==> src/rtl/sonar_pkg.sv <==
// Shared types and constants for the sonar ranging blocks.
package sonar_pkg;

   localparam int DIST_W = 16;
   localparam logic [DIST_W-1:0] DIST_TIMEOUT = 16'hFFFF;

   typedef enum logic [2:0] {
      IDLE,
      TRIG,
      WAIT_RISE,
      MEASURE,
      DONE
   } sonar_state_t;

   // Increment that sticks at all-ones instead of wrapping to zero.
   function automatic logic [DIST_W-1:0] sat_inc(input logic [DIST_W-1:0] v);
      return (&v) ? v : v + 16'd1;
   endfunction

endpackage

==> src/rtl/echo_sync.sv <==
// Brings an asynchronous pin into the clk domain (two flops), then a third
// stage gives the settled level with registered rise/fall strobes aligned to it.
module echo_sync (
   input  logic clk,
   input  logic reset,
   input  logic async_in,
   output logic level,
   output logic rise,
   output logic fall
);

   logic meta_q, meta_d;
   logic sync_q, sync_d;
   logic level_q, level_d;
   logic rise_q, rise_d;
   logic fall_q, fall_d;

   // Next values: shift the pin through the chain, flag a change between stages 2 and 3.
   always_comb begin
      meta_d  = async_in;
      sync_d  = meta_q;
      level_d = sync_q;
      rise_d  = sync_q & ~level_q;
      fall_d  = ~sync_q & level_q;
   end

   // Synchronizer and edge-detect registers.
   always_ff @(posedge clk or posedge reset) begin
      if (reset) begin
         meta_q  <= 1'b0;
         sync_q  <= 1'b0;
         level_q <= 1'b0;
         rise_q  <= 1'b0;
         fall_q  <= 1'b0;
      end else begin
         meta_q  <= meta_d;
         sync_q  <= sync_d;
         level_q <= level_d;
         rise_q  <= rise_d;
         fall_q  <= fall_d;
      end
   end

   assign level = level_q;
   assign rise  = rise_q;
   assign fall  = fall_q;

endmodule

==> src/rtl/sonar_ranger.sv <==
// Ultrasonic sonar driver: fires the trigger pulse, then times the echo pulse
// in ticks of TICK_DIV clocks and reports the width with a one-cycle strobe.
module sonar_ranger
   import sonar_pkg::*;
#(
   parameter int TRIG_CYCLES   = 500,
   parameter int TICK_DIV      = 50,
   parameter int TIMEOUT_TICKS = 30000
) (
   input  logic              clk,
   input  logic              reset,
   input  logic              start,
   input  logic              echo,
   output logic              trig,
   output logic              busy,
   output logic              valid,
   output logic [DIST_W-1:0] distance,
   output logic              timeout
);

   localparam int TW = $clog2(TRIG_CYCLES + 1);
   localparam int PW = $clog2(TICK_DIV);
   localparam logic [TW-1:0]     TRIG_LAST  = TW'(TRIG_CYCLES - 1);
   localparam logic [TW-1:0]     TRIG_ONE   = TW'(1);
   localparam logic [PW-1:0]     PRESC_LAST = PW'(TICK_DIV - 1);
   localparam logic [PW-1:0]     PRESC_ONE  = PW'(1);
   localparam logic [DIST_W-1:0] TICK_LIMIT = DIST_W'(TIMEOUT_TICKS);

   sonar_state_t      state_q, state_d;
   logic [TW-1:0]     trig_cnt_q, trig_cnt_d;
   logic [PW-1:0]     presc_q, presc_d;
   logic [DIST_W-1:0] tick_q, tick_d;
   logic [DIST_W-1:0] distance_q, distance_d;
   logic              timeout_q, timeout_d;

   logic              echo_level, echo_rise, echo_fall;
   logic              presc_wrap;
   logic [PW-1:0]     presc_inc;
   logic [DIST_W-1:0] tick_inc;

   echo_sync u_echo_sync (
      .clk      (clk),
      .reset    (reset),
      .async_in (echo),
      .level    (echo_level),
      .rise     (echo_rise),
      .fall     (echo_fall)
   );

   // Prescaler/tick advance used by both timed states; a tick lands on prescaler wrap.
   always_comb begin
      presc_wrap = (presc_q == PRESC_LAST);
      presc_inc  = presc_wrap ? '0 : presc_q + PRESC_ONE;
      tick_inc   = presc_wrap ? sat_inc(tick_q) : tick_q;
   end

   // Next-state and counter/result updates; echo edges win over a coincident timeout.
   always_comb begin
      state_d    = state_q;
      trig_cnt_d = trig_cnt_q;
      presc_d    = presc_q;
      tick_d     = tick_q;
      distance_d = distance_q;
      timeout_d  = timeout_q;
      case (state_q)
         IDLE: begin
            if (start) begin
               state_d    = TRIG;
               trig_cnt_d = '0;
            end
         end
         TRIG: begin
            trig_cnt_d = trig_cnt_q + TRIG_ONE;
            if (trig_cnt_q == TRIG_LAST) begin
               state_d = WAIT_RISE;
               presc_d = '0;
               tick_d  = '0;
            end
         end
         WAIT_RISE: begin
            if (echo_rise) begin
               state_d = MEASURE;
               presc_d = '0;
               tick_d  = '0;
            end else begin
               presc_d = presc_inc;
               tick_d  = tick_inc;
               if (tick_inc == TICK_LIMIT) begin
                  state_d    = DONE;
                  distance_d = DIST_TIMEOUT;
                  timeout_d  = 1'b1;
               end
            end
         end
         MEASURE: begin
            presc_d = presc_inc;
            tick_d  = tick_inc;
            if (echo_fall) begin
               state_d    = DONE;
               distance_d = tick_inc;
               timeout_d  = 1'b0;
            end else if (echo_level && (tick_inc == TICK_LIMIT)) begin
               state_d    = DONE;
               distance_d = DIST_TIMEOUT;
               timeout_d  = 1'b1;
            end
         end
         DONE: begin
            state_d = IDLE;
         end
         default: begin
            state_d = IDLE;
         end
      endcase
   end

   // State, counters and held result registers.
   always_ff @(posedge clk or posedge reset) begin
      if (reset) begin
         state_q    <= IDLE;
         trig_cnt_q <= '0;
         presc_q    <= '0;
         tick_q     <= '0;
         distance_q <= '0;
         timeout_q  <= 1'b0;
      end else begin
         state_q    <= state_d;
         trig_cnt_q <= trig_cnt_d;
         presc_q    <= presc_d;
         tick_q     <= tick_d;
         distance_q <= distance_d;
         timeout_q  <= timeout_d;
      end
   end

   assign trig     = (state_q == TRIG);
   assign busy     = (state_q != IDLE);
   assign valid    = (state_q == DONE);
   assign distance = distance_q;
   assign timeout  = timeout_q;

endmodule

==> config.mk <==
export PLATFORM = sky130hd
export DESIGN_NAME = sonar_ranger
export DESIGN_NICKNAME = d
export VERILOG_FILES = /design/src/rtl/sonar_pkg.sv /design/src/rtl/echo_sync.sv /design/src/rtl/sonar_ranger.sv
export SDC_FILE = /design/constraint.sdc
export NUM_CORES = 1
export LEC_CHECK = 0
export ABC_CLOCK_PERIOD_IN_PS = 3880
export BUFFER_PORTS_ARGS = -buffer_cell sky130_fd_sc_hd__buf_4
export CELL_PAD_IN_SITES_DETAIL_PLACEMENT = 1
export CELL_PAD_IN_SITES_GLOBAL_PLACEMENT = 1
export CORE_ASPECT_RATIO = 1.5
export CORE_MARGIN = 2
export CORE_UTILIZATION = 47
export DETAILED_ROUTE_END_ITERATION = 6
export HOLD_SLACK_MARGIN = 0.06
export PLACE_DENSITY = 0.84
export SYNTH_ARGS = -nofsm -noshare
export SYNTH_HDL_FRONTEND = slang
export SYNTH_SLANG_ARGS = --single-unit
==> constraint.sdc <==
create_clock -name clk -period 3.88 [get_ports clk]
set_input_delay 0.776 -clock clk [delete_from_list [all_inputs] [get_ports clk]]
set_output_delay 0.776 -clock clk [all_outputs]
set_load 0.005 [all_outputs]
==> metrics.md <==
| Metric | Value |
|---|---|
| Final Hold Viols | `0` |
| Max-slew headroom | `0.407` |
| Worst endpoint data arrival time | `roughly 3.5 ns` |
| CTS Hold Bufs | `0` |
| Synthesized area | `3520 um2` |
| Total setup buffers inserted after CTS | `0` |
| FILL cells | `875` |
| # port buffers | `23` |
| Highest Clock Rate | `300 MHz` |
| Total GRT Usage | `0.265` |
| CTS Sinks | `between 50 and 60` |
| Diode count | `0` |
| Largest family of logic cells by synthesized area | `simple AND/OR/NAND/NOR gates` |
| Max incr delay on CP | `around 0.64 ns` |
| Layout cells sized above 1 | `0.145` |
| Pre-antenna DRT Iters | `4` |
| Mapped Avg Cell Area | `slightly above 9 um2` |
| Core area | `7230 um2` |
| Vias in the first global route | `around 3200` |
| Initial cell density of the core | `0.487` |
| H-tree levels | `2` |
| Number of synthesized flops with an enable pin | `0` |
| Worst R2R Setup Slack | `0.54 ns` |
| Slowest stage cell, crit path | `or4_1` |
| Number of buffers created by CTS | `5` |
| Total I/O pin count | `24` |
| Num rows | `38` |
| Post-DR wirelength/cell | `20.4 um` |
| Ys async rst share | `1.00` |
| Antenna violations before repair | `0` |
| Via density | `about 6.4` |
| Endpoints failing setup | `0` |
| Setup TNS | `0 ns` |
| Die Span Y | `around 110 um` |
| Least-Margin Pin Slew | `0.886 ns` |
| Min Hold Slack | `approximately 0.36 ns` |
| Seq/Total Area, Yosys | `0.398` |
| Clk_skew | `roughly 0.0067 ns` |
| Area share of fa/ha/maj cells after synthesis | `0.0142` |
| Final #Nets | `403` |
| Crit path required time | `4.08 ns` |
| Proportion of synthesized area in mux cells | `0.0114` |
| Cells along the critical path | `nand4_2 > or4_1 > nor4b_1 > nor2_1 > or4_1 > o41ai_1 > o21ai_1` |
| Min-delay worst type | `flip-flop to flip-flop` |
| Root buf cell | `clkbuf_8` |
| CTS tree | `built` |
| Clock slew at reported path FFs | `about 0.1 ns` |
| CP Launch Type | `flip-flop` |
| RSZ-0062 raised after global routing | `false` |
| Antenna-violating nets left | `0` |
| Synth Instances | `roughly 390` |
| Max_cap viols | `0` |
| Die area | `8210 um2` |
| Largest net degree at the start of global routing | `37` |
| Post_cts resized | `0` |
| Maximum VDD drop | `between 0.3 and 0.4 mV` |
| CP max FO | `13` |
| Synth cell types | `65` |
| Placed cell count | `488` |
| Leakage | `~1.6 nW` |
| Area Growth Syn to Fin | `6.76%` |
| Remaining Overflow, GRT | `0` |
| Wire length of the first global-routing pass | `roughly 17 mm` |
| Compound-Gate Fraction of Synth Area | `0.221` |
| Crit path kind | `flip-flop to flip-flop` |
| Pwr dens | `535 nW/um2` |
| Post-detail-place hpwl | `~7.3 mm` |
| Synth Warn # | `0` |
| Simple-gate share of the synthesized area | `0.266` |
| Max Buffers Root-to-Sink | `2` |
| Cell Count, Final, Fillers Out | `around 500` |
| Top FF cell, synth | `dfrtp_1` |
| Clk_lat worst skew | `roughly 0.32 ns` |
| Total wire length | `around 10 mm` |
| Iter 0 DRT Violations | `156` |
| Critical Path End Type | `flip-flop` |
| Yosys reg bits | `between 50 and 60` |
| Most used cell, CP | `or4_1` |
| Final period utilization | `0.860` |
| Min Tclk post-route | `3.34 ns` |
| Final Max Slew Viols | `0` |
| DR vias | `3165` |
| GP Congestion | `~0.94` |
| Status | `finished, final reports clean` |
| Mapped Nets | `about 390` |
| Xor and xnor fraction of the mapped netlist area | `0.0249` |
| Die X | `~75 um` |
| Drt drc | `0` |
## Yosys cell counts (4+ instances only)
library cell / n / share of area
or4_1: 4 / 0.0085
a22o_1: 4 / 0.010
o22ai_1: 9 / 0.016
nor3_1: 5 / 0.0071
nand2b_1: 5 / 0.0089
nand3_1: 24 / 0.034
nand2_1: 31 / 0.033
dfrtp_1: 56 / 0.40
nand4b_1: 4 / 0.010
nand4_1: 6 / 0.011
o21ai_0: 36 / 0.051
inv_1: 10 / 0.011
nand3b_1: 4 / 0.0085
a211oi_1: 4 / 0.0085
a21oi_1: 17 / 0.024
nor2_1: 39 / 0.042
xnor2_1: 7 / 0.017
clkbuf_8: 7 / 0.027
nor4_1: 5 / 0.0089
mux2i_1: 4 / 0.011
a31oi_1: 4 / 0.0071
nor2b_1: 4 / 0.0071
o31ai_1: 8 / 0.017
ha_1: 4 / 0.014
a21oi_2: 10 / 0.025
clkbuf_1: 10 / 0.011
and2_1: 4 / 0.0071
and3_1: 6 / 0.011
nor4b_1: 4 / 0.010
## layout make-up
type / instances / area (um2) / area share
flip-flops and latches: 56 / 1400 / 0.373
inverters: 10 / 37.5 / 0.0100
clock inverters: 1 / 30.0 / 0.00800
clock buffers: 5 / 68.8 / 0.0183
repair buffers: 26 / 195 / 0.0520
multi-input cells: 296 / 1900 / 0.505
well taps: 100 / 125 / 0.0333
## kinds of logic after synthesis
kind of cell / after synthesis
compound gates: 116
xor+xnor: 10
fa+ha+maj: 4
buf+inv: 34
flops: 56
mux: 4
simple gates: 162
## final timing paths
| check | startpoint | end | depth (start not counted) |
|---|---|---|---|
| setup reg to reg | tick_q[2] | state_q[1] | 7 |
| hold reg to reg | u_echo_sync.meta_q | u_echo_sync.level_d | 0 |
| setup / recovery | tick_q[2] | state_q[1] | 7 |
| hold / removal | u_echo_sync.meta_q | u_echo_sync.level_d | 0 |
| max in group asynchronous | reset | distance[0] | 3 |
| min in group asynchronous | reset | u_echo_sync.level | 2 |
## worst max-delay path, delay by kind of cell, from the launching register on
family / cells / cell delay (ns)
simple gates: 5 / 2.17
flops: 1 / 0.57
compound gates: 2 / 0.47
## registers in the layout, indices dropped and copies added (netlist names)
| name | flops |
|---|---|
| timeout | 1 |
| u_echo_sync.level | 1 |
| u_echo_sync.level_d | 1 |
| u_echo_sync.rise | 1 |
| distance | 16 |
| presc_q | 6 |
| trig_cnt_q | 9 |
| state_q | 3 |
| u_echo_sync.fall | 1 |
| tick_q | 16 |
| u_echo_sync.meta_q | 1 |
## through the flow
| stage | setup slack, ns | cell area (um2) | total power [mW] | util |
|---|---|---|---|---|
| floorplan | 1.16 | 3520 | 1.35 | - |
| global placement | 0.773 | 3660 | 1.59 | 0.506 |
| finish | 0.542 | 3750 | 2.01 | 0.520 |
| global route | 0.345 | 3750 | 2.14 | 0.520 |
| detailed placement | 0.671 | 3660 | 1.64 | 0.506 |
| CTS | 0.584 | 3750 | 2.02 | 0.520 |
## routing by layer
layer	up-vias	routed length, um	track usage
li1	1455	-	-
met1	1613	4220	0.343
met2	76	5300	0.442
met3	21	351	0.0412
met4	0	221	0.0969
met5	-	0	0
## cell usage in the layout (no fill, tap or decap), types with 7 or more instances in the layout
cell,netlist,final
a21oi_1,17,16
nand3_1,24,24
buf_4,1,26
nand2_1,31,31
inv_1,10,9
dfrtp_1,56,56
o22ai_1,9,9
o31ai_1,8,8
a21oi_2,10,11
xnor2_1,7,7
nor2_1,39,39
o21ai_0,36,36
## report_power, final
group / leakage [nW] / switching (mW) / internal (mW)
Clock: 0.0501 / 0.191 / 0.186
Sequential: 0.752 / 0.139 / 0.704
Combinational: 0.757 / 0.478 / 0.313
Total: 1.56 / 0.807 / 1.20
Note: power is estimated with default switching activity, not from simulation.
